## config.mk

```make
export PLATFORM = sky130hd
export DESIGN_NAME = node_fanin_collector
export DESIGN_NICKNAME = d
export VERILOG_FILES = /design/src/rtl/node_pkg.sv /design/src/rtl/node_fanin_fifo.sv /design/src/rtl/node_fanin_collector.sv
export SDC_FILE = /design/constraint.sdc
export NUM_CORES = 1
export LEC_CHECK = 0
export CAP_MARGIN = 20
export CORE_MARGIN = 2
export CORE_UTILIZATION = 42
export DETAILED_ROUTE_END_ITERATION = 8
export HOLD_SLACK_MARGIN = 0.05
export PLACE_DENSITY_LB_ADDON = 0.1
export SLEW_MARGIN = 5
export SYNTH_ARGS = -nofsm -noshare
export SYNTH_HDL_FRONTEND = slang
export SYNTH_SLANG_ARGS = --single-unit
export TNS_END_PERCENT = 5
```

## constraint.sdc

```tcl
create_clock -name clk -period 8.5 [get_ports clk]
set_input_delay 2.125 -clock clk [delete_from_list [all_inputs] [get_ports clk]]
set_output_delay 2.125 -clock clk [all_outputs]
set_load 0.02 [all_outputs]
```

## src/rtl/node_pkg.sv

```systemverilog
// Shared types and defaults for the tree-node fan-in slice.
// Latency: n/a (types only).
// Backpressure: n/a (types only).
package node_pkg;

  localparam int DEF_NUM_CHILDREN = 5;
  localparam int DEF_DATA_W       = 16;

  // Width of a child index; a single child still needs one tag bit.
  function automatic int src_w(input int n);
    return (n > 1) ? $clog2(n) : 1;
  endfunction

  localparam int DEF_SRC_W = src_w(DEF_NUM_CHILDREN);

  typedef struct packed {
    logic [DEF_SRC_W-1:0]  src;
    logic                  last;
    logic [DEF_DATA_W-1:0] data;
  } fanin_beat_t;

  typedef enum logic [0:0] {
    ARB_IDLE   = 1'b0,
    ARB_LOCKED = 1'b1
  } arb_state_e;

endpackage

```

## src/rtl/node_fanin_fifo.sv

```systemverilog
// Synchronous FIFO holding tagged fan-in beats, with full/empty/level status.
// Latency: a beat pushed in cycle n is visible at the head in cycle n+1.
// Backpressure: pushes are dropped while full (registered), pops ignored while empty.
module node_fanin_fifo
  import node_pkg::*;
#(
  parameter type beat_t = fanin_beat_t,
  parameter int  DEPTH  = 4
) (
  input  logic                   clk,
  input  logic                   rst_n,
  input  logic                   push,
  input  beat_t                  push_dat,
  input  logic                   pop,
  output beat_t                  pop_dat,
  output logic                   full,
  output logic                   empty,
  output logic [$clog2(DEPTH):0] level
);

  localparam int AW = $clog2(DEPTH);

  beat_t         mem [DEPTH];
  logic [AW-1:0] wr_ptr;
  logic [AW-1:0] rd_ptr;
  logic [AW:0]   count;
  logic          do_push;
  logic          do_pop;

  assign full    = (count == (AW+1)'(DEPTH));
  assign empty   = (count == '0);
  assign level   = count;
  assign do_push = push && !full;
  assign do_pop  = pop && !empty;
  // Head reads as zero while empty so outputs are clean out of reset.
  assign pop_dat = empty ? '0 : mem[rd_ptr];

  // Pointers wrap naturally because DEPTH is a power of two.
  always_ff @(posedge clk or negedge rst_n) begin
    if (!rst_n) begin
      wr_ptr <= '0;
      rd_ptr <= '0;
      count  <= '0;
    end else begin
      if (do_push) wr_ptr <= wr_ptr + 1'b1;
      if (do_pop)  rd_ptr <= rd_ptr + 1'b1;
      case ({do_push, do_pop})
        2'b10:   count <= count + 1'b1;
        2'b01:   count <= count - 1'b1;
        default: count <= count;
      endcase
    end
  end

  // Storage needs no reset: nothing is read until it has been written.
  always_ff @(posedge clk) begin
    if (do_push) mem[wr_ptr] <= push_dat;
  end

endmodule

```

## src/rtl/node_fanin_collector.sv

```systemverilog
// Merges child result streams into one tagged stream with packet-level round-robin.
// Latency: an accepted beat reaches out_* one cycle later when the buffer is empty.
// Backpressure: in_ready drops only when the output buffer is full; out_ready never feeds in_ready.
module node_fanin_collector
  import node_pkg::*;
#(
  parameter  int NUM_CHILDREN = DEF_NUM_CHILDREN,
  parameter  int DATA_W       = DEF_DATA_W,
  parameter  int FIFO_DEPTH   = 4,
  localparam int SRC_W        = src_w(NUM_CHILDREN),
  localparam int LVL_W        = $clog2(FIFO_DEPTH) + 1
) (
  input  logic                           clk,
  input  logic                           rst_n,
  input  logic [NUM_CHILDREN-1:0]        in_valid,
  input  logic [NUM_CHILDREN-1:0]        in_last,
  input  logic [NUM_CHILDREN*DATA_W-1:0] in_data,
  output logic [NUM_CHILDREN-1:0]        in_ready,
  output logic                           out_valid,
  output logic [DATA_W-1:0]              out_data,
  output logic [SRC_W-1:0]               out_src,
  output logic                           out_last,
  input  logic                           out_ready,
  output logic [LVL_W-1:0]               level
);

  typedef struct packed {
    logic [SRC_W-1:0]  src;
    logic              last;
    logic [DATA_W-1:0] data;
  } beat_t;

  arb_state_e       state;
  logic [SRC_W-1:0] rr_ptr;
  logic [SRC_W-1:0] owner;
  logic             grant_vld;
  logic [SRC_W-1:0] grant_idx;
  logic             accept;
  logic             acc_last;
  logic             fifo_full;
  logic             fifo_empty;
  beat_t            push_dat;
  beat_t            head;

  function automatic logic [SRC_W-1:0] wrap_inc(input logic [SRC_W-1:0] x);
    return (int'(x) == NUM_CHILDREN - 1) ? '0 : x + 1'b1;
  endfunction

  // Pick the granted child: the owner while locked, else the first valid child from rr_ptr upward.
  always_comb begin
    grant_vld = 1'b0;
    grant_idx = '0;
    if (state == ARB_LOCKED) begin
      grant_vld = in_valid[owner];
      grant_idx = owner;
    end else begin
      // Descending scan so the candidate closest to rr_ptr is written last and wins.
      for (int k = NUM_CHILDREN - 1; k >= 0; k--) begin
        if (in_valid[(int'(rr_ptr) + k) % NUM_CHILDREN]) begin
          grant_vld = 1'b1;
          grant_idx = SRC_W'((int'(rr_ptr) + k) % NUM_CHILDREN);
        end
      end
    end
  end

  // One-hot ready to the granted child, held low while full or in reset.
  always_comb begin
    in_ready = '0;
    if (grant_vld && !fifo_full && rst_n) in_ready[grant_idx] = 1'b1;
  end

  assign accept        = |(in_valid & in_ready);
  assign acc_last      = in_last[grant_idx];
  assign push_dat.src  = grant_idx;
  assign push_dat.last = acc_last;
  assign push_dat.data = in_data[int'(grant_idx)*DATA_W +: DATA_W];

  // Packet ownership: lock on a non-final beat, release and advance rr_ptr on the final beat.
  always_ff @(posedge clk or negedge rst_n) begin
    if (!rst_n) begin
      state  <= ARB_IDLE;
      rr_ptr <= '0;
      owner  <= '0;
    end else if (accept) begin
      if (acc_last) begin
        state  <= ARB_IDLE;
        rr_ptr <= wrap_inc(grant_idx);
      end else begin
        state <= ARB_LOCKED;
        owner <= grant_idx;
      end
    end
  end

  node_fanin_fifo #(
    .beat_t (beat_t),
    .DEPTH  (FIFO_DEPTH)
  ) u_fifo (
    .clk      (clk),
    .rst_n    (rst_n),
    .push     (accept),
    .push_dat (push_dat),
    .pop      (out_ready),
    .pop_dat  (head),
    .full     (fifo_full),
    .empty    (fifo_empty),
    .level    (level)
  );

  assign out_valid = !fifo_empty;
  assign out_data  = head.data;
  assign out_src   = head.src;
  assign out_last  = head.last;

endmodule

```

## Word-level counts from Yosys, hierarchy flattened

Memory sizes are Yosys's and may differ from the RTL's.
Cells that the tools add are included.

- Register bits after elaboration: 14
- Memory bits (writable): 80
- Output and inout port bits: 29
- Word-level logic and storage cells: 88
- Memories: 1

Memories:

| memory | depth | width | rd ports | clocked after memory_dff | wr ports | RTL line | text |
|---|---|---|---|---|---|---|---|
| u_fifo.mem | 4 | 20 | 1 | 0 | 1 | node_fanin_fifo.sv:23 | `beat_t mem [DEPTH];` |

- $add $sub $neg: 9
- Divide/modulo/power cells: 5
- Magnitude comparators: 8
- Eq/ne operators: 4
- Shift operators: 1
- Mux-type cells: 40
- Bitwise operators: 2
- Reductions and logical operators: 12

Operators by type and width:

| kind | number |
|---|---|
| less-than comparator 32 x 5 -> 1 bit, second input constant | 5 |
| remainder unit 32 x 4 -> 32 bit, second input constant | 4 |
| variable part select 80 x 8 -> 16 bit | 1 |
| remainder unit 4 x 4 -> 32 bit, second input constant | 1 |
| two-way mux 1 bit | 22 |
| binary-select mux 1 bit (select 3 bit) | 7 |
| two-way mux 3 bit | 7 |
| two-way mux 20 bit | 1 |
| adder 3 x 2 -> 4 bit, second input constant | 2 |
| less-than comparator 3 x 4 -> 1 bit, second input constant | 2 |
| adder 3 x 1 -> 3 bit, second input constant | 2 |
| equality test 3 bit, second input constant | 2 |
| case mux 3 bit (2 select lines) | 1 |
| AND 5 bit | 1 |
| logical AND 1 bit | 5 |
| two-way mux 5 bit | 1 |
| OR reduction 5 bit | 1 |
| adder 2 x 1 -> 2 bit, second input constant | 2 |
| adder 3 x 1 -> 4 bit, second input constant | 1 |
| adder 3 x 3 -> 4 bit, second input constant | 1 |
| AND reduction 2 bit | 2 |
| demux 1 bit (select 3 bit) | 1 |
| greater-or-equal comparator 3 x 1 -> 1 bit, second input constant | 1 |
| logical NOT 3 bit | 1 |
| 6 further kinds | 7 |

## Longest topological paths before layout

Gate-level depths: netlist (run 1).

- Word-level depth: 21
- Mapped depth: 27
- Depth with buffers taken out: 22

## Modules after synthesis

Synthesis (run 1) repeated with hierarchy kept, for this count alone.

- Cell total of the unflattened synthesis: 546
- Area total of the unflattened synthesis: 6502.5 um2

By module, submodules not included:

| module | instances | cells an instance | area an instance (um2) | sequential area each (um2) |
|---|---|---|---|---|
| node_fanin_fifo | 1 | 164 | 3533.4 | 2577.5 |
| node_fanin_collector | 1 | 382 | 2969.1 | 175.2 |

## Worst setup path after synthesis (run 1)

Ideal clock, no wire load.

- Path type: register to output
- Start: register rr_ptr[0]
- End: output port in_ready[2]
- Arrival time: 5.076 ns
- Slack: 1.299 ns
- Cell stages (with the launch flop): 22
- Path buffers: 5
- Path through: dfrtp_1 > buf_2 > buf_2 > buf_2 > inv_1 > ha_1 > buf_4 > inv_1 > ha_1 > inv_1 > ha_1 > nand2b_1 > and2_1 > o31ai_2 > mux2_2 > a31o_1 > or4_1 > o21a_1 > inv_1 > nand2_1 > clkbuf_1 > nor2_1

- Word-level cells in the longest chain between the ends: 16

Ends and longest elaborated chain:

| what | RTL line | text |
|---|---|---|
| from (decl) | node_fanin_collector.sv:34 | `logic [SRC_W-1:0] rr_ptr;` |
| from (signal assigned) | node_fanin_collector.sv:88 | `rr_ptr <= wrap_inc(grant_idx);` |
| adder 3 x 3 -> 4 bit | node_fanin_collector.sv:59, node_fanin_collector.sv:61 |  |
| remainder unit 32 x 4 -> 32 bit | node_fanin_collector.sv:59, node_fanin_collector.sv:61 |  |
| binary-select mux 1 bit (select 3 bit) | node_fanin_collector.sv:59 | `if (in_valid[(int'(rr_ptr) + k) % NUM_CHILDREN]) begin` |
| two-way mux 1 bit (not written as such) (2 in series) | node_fanin_collector.sv:59 |  |
| two-way mux 3 bit (5 in series) | node_fanin_collector.sv:59 |  |
| two-way mux 3 bit | node_fanin_collector.sv:53 | `if (state == ARB_LOCKED) begin` |
| less-than comparator 3 x 4 -> 1 bit (not written as such) or greater-or-equal comparator 3 x 1 -> 1 bit (tied branches) | node_fanin_collector.sv:70 | `if (grant_vld && !fifo_full && rst_n) in_ready[grant_idx] = 1'b1;` |
| logical AND 1 bit (not written as such) | node_fanin_collector.sv:70 |  |
| two-way mux 1 bit (not written as such) | node_fanin_collector.sv:70 |  |
| demux 1 bit (select 3 bit) | node_fanin_collector.sv:70 |  |
| two-way mux 5 bit * | node_fanin_collector.sv:70 |  |
| to (decl) | node_fanin_collector.sv:18 | `output logic [NUM_CHILDREN-1:0] in_ready,` |

Every way passes the cells marked *; elsewhere a longest branch is shown, timed or not. The select of a mux whose other input is x is not followed.

## Final worst setup path (run 1)

- Start: register rr_ptr[2]
- End: output port in_ready[3]

Same word-level chain as after synthesis.

==> results of run 1 <==
cells in the final DEF (no fill, tap or decap), drive strengths merged, types with 4 or more instances in the layout:
master | synthesis | layout
a211o | 5 | 5
a211oi | 5 | 5
a21boi | 4 | 4
a21oi | 20 | 20
a22oi | 18 | 18
a31o | 4 | 4
a31oi | 8 | 8
and2 | 28 | 28
and3 | 5 | 5
buf | 17 | 13
clkbuf | 13 | 9
clkdlybuf4s50 | 0 | 121
dfrtp | 14 | 14
edfxtp | 80 | 80
ha | 26 | 26
inv | 28 | 32
mux2 | 20 | 20
mux2i | 27 | 27
mux4 | 22 | 22
nand2 | 29 | 29
nand2b | 8 | 8
nand3 | 10 | 10
nand4 | 4 | 4
nor2 | 24 | 24
nor3 | 12 | 12
nor4 | 4 | 4
nor4b | 4 | 4
o211ai | 9 | 9
o21a | 8 | 8
o21ai | 19 | 19
o22ai | 19 | 19
o31ai | 6 | 6
or3 | 7 | 7
or4 | 7 | 7
xnor2 | 8 | 8
xor2 | 5 | 5
cell type report:
type                            count  area [µm²]
Clock inverter                      7        87.6
Multi-Input combinational cell    414        3470
Inverter                           28         108
Clock buffer                        9         225
Tap cell                          188         235
Sequential cell                    94        2750
Timing Repair Buffer              134        1350
Fill cell                        1272        6920
sequential cells by signal, summed over array words and instances, names as in the netlist:
name           count
state              1
u_fifo.level       3
u_fifo.rd_ptr      2
rr_ptr             3
u_fifo.mem        80
u_fifo.wr_ptr      2
owner              3
layer usage:
layer / vias up / wire length [µm] / global-route usage (%)
met3: 21 / 887 / 4.47
met1: 2553 / 8360 / 30.5
met5: - / 0 / 0
met2: 173 / 8190 / 34.2
li1: 2448 / - / -
met4: 0 / 251 / 4.98
cells by family after synthesis:
group           after synthesis
simple gates                153
compound gates              152
flops                        94
mux                          69
buf+inv                      58
fa+ha+maj                    27
xor+xnor                     13
worst paths after layout:
path / from / cells past startpoint / end
max reg2reg: rr_ptr[2]$_DFFE_PN0P_ / 19 / u_fifo.mem[3][14]$_DFFE_PP_
min in group asynchronous: rst_n / 1 / u_fifo.level[1]$_DFFE_PN0P_
min reg2reg: u_fifo.level[2]$_DFFE_PN0P_ / 1 / u_fifo.level[2]$_DFFE_PN0P_
min: u_fifo.level[2]$_DFFE_PN0P_ / 1 / u_fifo.level[2]$_DFFE_PN0P_
max: rr_ptr[2]$_DFFE_PN0P_ / 16 / in_ready[3]
max in group asynchronous: rst_n / 1 / u_fifo.rd_ptr[0]$_DFFE_PN0P_
cell usage after synthesis, types with 4 or more instances:
master	number
a211o_1	5
a211oi_1	5
a21oi_1	16
a22oi_1	18
a31oi_1	7
and2_1	28
and3_1	4
buf_1	4
buf_2	9
clkbuf_1	13
dfrtp_1	14
edfxtp_1	80
ha_1	26
inv_1	26
mux2_2	15
mux2i_1	27
mux4_2	22
nand2_1	29
nand2b_1	8
nand3_1	10
nand4_1	4
nor2_1	23
nor3_1	12
nor4_1	4
o211ai_1	9
o21a_1	7
o21ai_0	18
o22ai_1	19
o31ai_1	4
or3_1	7
or4_1	6
xnor2_1	7
xor2_1	5
worst register-to-register path: cells and delay by family, from the launching register on:
kind            cells  cell delay (ns)
compound gates      8             2.01
simple gates        4             1.28
buf+inv             4             0.94
flops               1             0.76
fa+ha+maj           2             0.73
xor+xnor            1             0.18
per-stage QoR:
stage                     instance area (µm²)  std cells  utilization (%)  worst slack, ns
final                                    8230        874             54.3            0.416
after CTS                                8190        872             54.0            0.518
after floorplan                          6480        566                -             1.30
after global placement                   7840        854             51.8            0.743
after detailed placement                 7870        856             52.0            0.686
after global routing                     8230        874             54.3            0.120
==> results.json, run 1 <==
{
  "grt_pass1_wl_mm": 27.2,
  "dp_hpwl_mm": 12.9,
  "final_antenna_net_count": 0,
  "htree_levels": 3,
  "reg2reg_setup_slack_ns": 2.35,
  "yosysTopAreaCellShare_pct": 37.1,
  "synth.area.mux_share_pct": 15.4,
  "initial_core_util_pct": 42.8,
  "synth_cells": 566,
  "die_area_um2": 16400,
  "synth_cell_types": 84,
  "dr.pass1.iters": 5,
  "wl_mm": 17.7,
  "io_buffers": 121,
  "drc": 0,
  "synth-xor-area-share_pct": 1.87,
  "yosysWarnings": 0,
  "cts_root_buffer": "clkbuf_16",
  "antenna_found_initial": 0,
  "first_global_vias": 5043,
  "synthArstFlopShare_pct": 14.9,
  "period_share_pct": 95.1,
  "syn_to_final_growth_pct": 27.0,
  "insertion_delay_ns": 0.35,
  "rsz0062_at_grt": "false",
  "tightest_slew_ns": 1.04,
  "finalHoldViolations": 0,
  "synth_flop_cell": "edfxtp_1",
  "crit_path_start_kind": "flop",
  "core_area_um2": 15100,
  "cp_slowest_stage_delay_ns": 0.76,
  "clock.fmax_mhz": 124,
  "finClkSkew_ns": 0.0124,
  "grt_max_degree": 40,
  "hold_slack_ns": 0.527,
  "min_path_type": "flop to flop",
  "synth_nets": 686,
  "crit_slowest_cell": "dfrtp_1",
  "worst-path-buf-inv": 4,
  "diodes": 0,
  "synthSimpleGateAreaFrac_pct": 13.1,
  "relSlewSlack_pct": 30.6,
  "arrival_ns": 5.96,
  "grt-ovfl-total": 0,
  "ys_seq_elements": 94,
  "required_ns": 6.38,
  "num_vias": 5195,
  "hold_buffers": 0,
  "slew_violations": 0,
  "cts_tree": "built",
  "cp_cell_sequence": "inv_1, ha_1, o21a_1, a21oi_1, xnor2_1, ha_1, inv_1, o221a_2, or4_1, a221oi_1, o21bai_1, nor2_1, a41oi_1, inv_1, nor3_1, clkdlybuf4s50_1",
  "synth.area.top_cells": "edfxtp_1, mux4_2, dfrtp_1, ha_1, mux2i_1",
  "rows": 45,
  "criticalPathCategory": "flop to output pin",
  "clkTransAtPathRegs_ns": 0.07,
  "layout-drive-gt1-share_pct": 13.4,
  "crit_path_max_fanout": 15,
  "drtIter0Drc": 310,
  "cts_setup_buffers": 0,
  "cp-end-kind": "output pin",
  "outcome": "finished clean",
  "io_pins": 122,
  "nNetsFinal": 801,
  "vias_per_cell": 5.94,
  "die-width_um": 128,
  "synth.largest_area_cell": "edfxtp_1",
  "period_needed_ns": 8.08,
  "die_h_um": 128,
  "post_drt_wl_per_cell_um": 20.2,
  "clk_path_buf_depth": 2,
  "maxCapViolCount": 0,
  "synth_edf_count": 80,
  "cts_buffers": 9,
  "track_usage_pct": 21.6,
  "cpLargestDelayFamily": "compound AO/OA/AOI/OAI gates",
  "cts_resized": 0,
  "finalSetupTns_ns": 0,
  "synth_fa_ha_area_share_pct": 5.33,
  "gp_congestion": 0.914,
  "cts.sinks": 94,
  "synth_compound_area_share_pct": 17.8,
  "synth_top_family_by_area": "compound AO/OA/AOI/OAI gates",
  "cp_common_cell": "inv_1",
  "syn-cell-area_um2": 6480,
  "setup_viol": 0,
  "synth-seq-area-share_pct": 42.5,
  "synth_area_per_cell_um2": 11.4
}
Power of run 1 is not shown: default switching activity piles up to over one toggle a cycle in this logic, so the estimate is an artifact.
==> run 2: changes to the inputs <==
--- a/config.mk
+++ b/config.mk
@@ -11,7 +11,7 @@
 export DETAILED_ROUTE_END_ITERATION = 8
 export HOLD_SLACK_MARGIN = 0.05
 export PLACE_DENSITY_LB_ADDON = 0.1
-export SLEW_MARGIN = 5
+export SLEW_MARGIN = 30
 export SYNTH_ARGS = -nofsm -noshare
 export SYNTH_HDL_FRONTEND = slang
 export SYNTH_SLANG_ARGS = --single-unit
==> run 2 against run 1 <==
- worst setup slack better by 0.14 ns
- sequential share of layout area increased by 0.43 points
- routed wire length is 2.2% lower
- register-to-register slack gained 0.17 ns
- non-clock buffer count decreased by 4
- worst hold slack worse by 0.0066 ns
- flip-flop and latch count did not move
- utilization down 0.66 points
- critical path depth unchanged
- first-iteration DRC count grew 22%
- largest cell class unchanged
- via count is 0.73% lower
==> results.json, run 2 (same netlist as run 1, synthesis figures left out) <==
{
  "io_pins": 122,
  "arrival_ns": 5.82,
  "clock.fmax_mhz": 126,
  "slew_violations": 0,
  "cts_root_buffer": "clkbuf_16",
  "use_met1_pct": 31.5,
  "cts_resized": 0,
  "multi_input_area_um2": 3470,
  "setup_viol": 0,
  "cp_slowest_stage_delay_ns": 0.74,
  "fillers": 1298,
  "diodes": 0,
  "layout-drive-gt1-share_pct": 13.5,
  "rows": 45,
  "htree_levels": 3,
  "finalHoldViolations": 0,
  "relSlewSlack_pct": 48.8,
  "grt-ovfl-total": 0,
  "hold_buffers": 0,
  "required_ns": 6.38,
  "period_needed_ns": 7.94,
  "die-width_um": 128,
  "final_cells": 870,
  "top_usage_layer": "met2",
  "crit_path_start_kind": "flop",
  "cp-end-kind": "output pin",
  "cts.sinks": 94,
  "final_antenna_net_count": 0,
  "grt_pass1_wl_mm": 27.1,
  "crit_path_max_fanout": 15,
  "clkTransAtPathRegs_ns": 0.07,
  "drc": 0,
  "layout_common_cells": "clkdlybuf4s50_1, edfxtp_1, nand2_1",
  "clk_path_buf_depth": 2,
  "initial_core_util_pct": 42.8,
  "die_area_um2": 16400,
  "rsz0062_at_grt": "false",
  "core_area_um2": 15100,
  "syn_to_final_growth_pct": 25.5,
  "cp_common_cell": "inv_1",
  "vias_per_cell": 5.93,
  "finalSetupTns_ns": 0,
  "regMostFlops": "u_fifo.mem",
  "largest_register_ff_count": 80,
  "tightest_slew_ns": 0.768,
  "wl_mm": 17.3,
  "seq_area_um2": 2760,
  "insertion_delay_ns": 0.35,
  "num_vias": 5157,
  "cts_tree": "built",
  "outcome": "finished clean",
  "min_path_type": "flop to flop",
  "cpLargestDelayFamily": "compound AO/OA/AOI/OAI gates",
  "die_h_um": 128,
  "grtUsageMet2_pct": 33.6,
  "mostFrequentLayoutCell": "clkdlybuf4s50_1",
  "post_drt_wl_per_cell_um": 19.9,
  "dp_hpwl_mm": 12.8,
  "worst-path-buf-inv": 4,
  "pre_cts_slack_ns": 0.674,
  "gp_congestion": 0.914,
  "dp.cells": 854,
  "finClkSkew_ns": 0.0110,
  "period_share_pct": 93.4,
  "io_buffers": 121,
  "track_usage_pct": 21.5,
  "crit_slowest_cell": "dfrtp_1",
  "maxCapViolCount": 0,
  "antenna_found_initial": 0,
  "cts_setup_buffers": 0,
  "drtIter0Drc": 378,
  "fin_ws_ns": 0.558,
  "grt_max_degree": 40,
  "criticalPathCategory": "flop to output pin",
  "first_global_vias": 5035,
  "cts_buffers": 9,
  "cp_cell_sequence": "inv_1, ha_1, o21a_1, a21oi_1, xnor2_1, ha_1, inv_1, o221a_2, or4_1, a221oi_1, o21bai_1, nor2_1, a41oi_1, inv_1, nor3_1, clkdlybuf4s50_1",
  "grt_use_met3_pct": 3.34,
  "dr.pass1.iters": 5,
  "nNetsFinal": 797
}
[run 2: changes by cell type in the layout (fill, tap and decap cells not counted), sizes merged]
cell      before  now
buf           13    9
clkinv         0    2
bufinv         1    0
clkinvlp       2    1
[run 2: final timing paths]
kind,slack [ns],cells past startpoint,from,to
worst max-delay path,0.56,16,rr_ptr[2]$_DFFE_PN0P_,in_ready[3]
worst min-delay path,0.52,1,u_fifo.level[2]$_DFFE_PN0P_,u_fifo.level[2]$_DFFE_PN0P_
worst max register to register,2.52,19,rr_ptr[2]$_DFFE_PN0P_,u_fifo.mem[3][0]$_DFFE_PP_
worst min register to register,0.52,1,u_fifo.level[2]$_DFFE_PN0P_,u_fifo.level[2]$_DFFE_PN0P_
max in group asynchronous,5.89,1,rst_n,u_fifo.rd_ptr[1]$_DFFE_PN0P_
min in group asynchronous,2.17,1,rst_n,u_fifo.wr_ptr[0]$_DFFE_PN0P_
[run 2: layout make-up]
class	count	area share [%]
inverter	28	1.32
clock inverter	7	0.662
clock buffer	9	2.77
timing repair buffer	130	15.7
sequential	94	33.9
multi-input combinational	414	42.7
tap	188	2.89
[run 2: through the flow]
| stage | cell area [µm²] | hold slack [ns] | util [%] |
|---|---|---|---|
| 2_1_floorplan | 6480 | 0.562 | - |
| 3_3_place_gp | 7840 | 0.510 | 51.8 |
| 3_5_place_dp | 7850 | 0.516 | 51.8 |
| 4_1_cts | 8130 | 0.523 | 53.7 |
| 5_1_grt | 8130 | 0.554 | 53.7 |
| 6_report | 8130 | 0.521 | 53.7 |
[run 2: layer usage]
layer / routed length [µm] / vias to the layer above
li1: - / 2439
met1: 8290 / 2560
met2: 8110 / 144
met3: 699 / 14
met4: 199 / 0
met5: 0 / -
Power of run 2 is left out for the same reason.
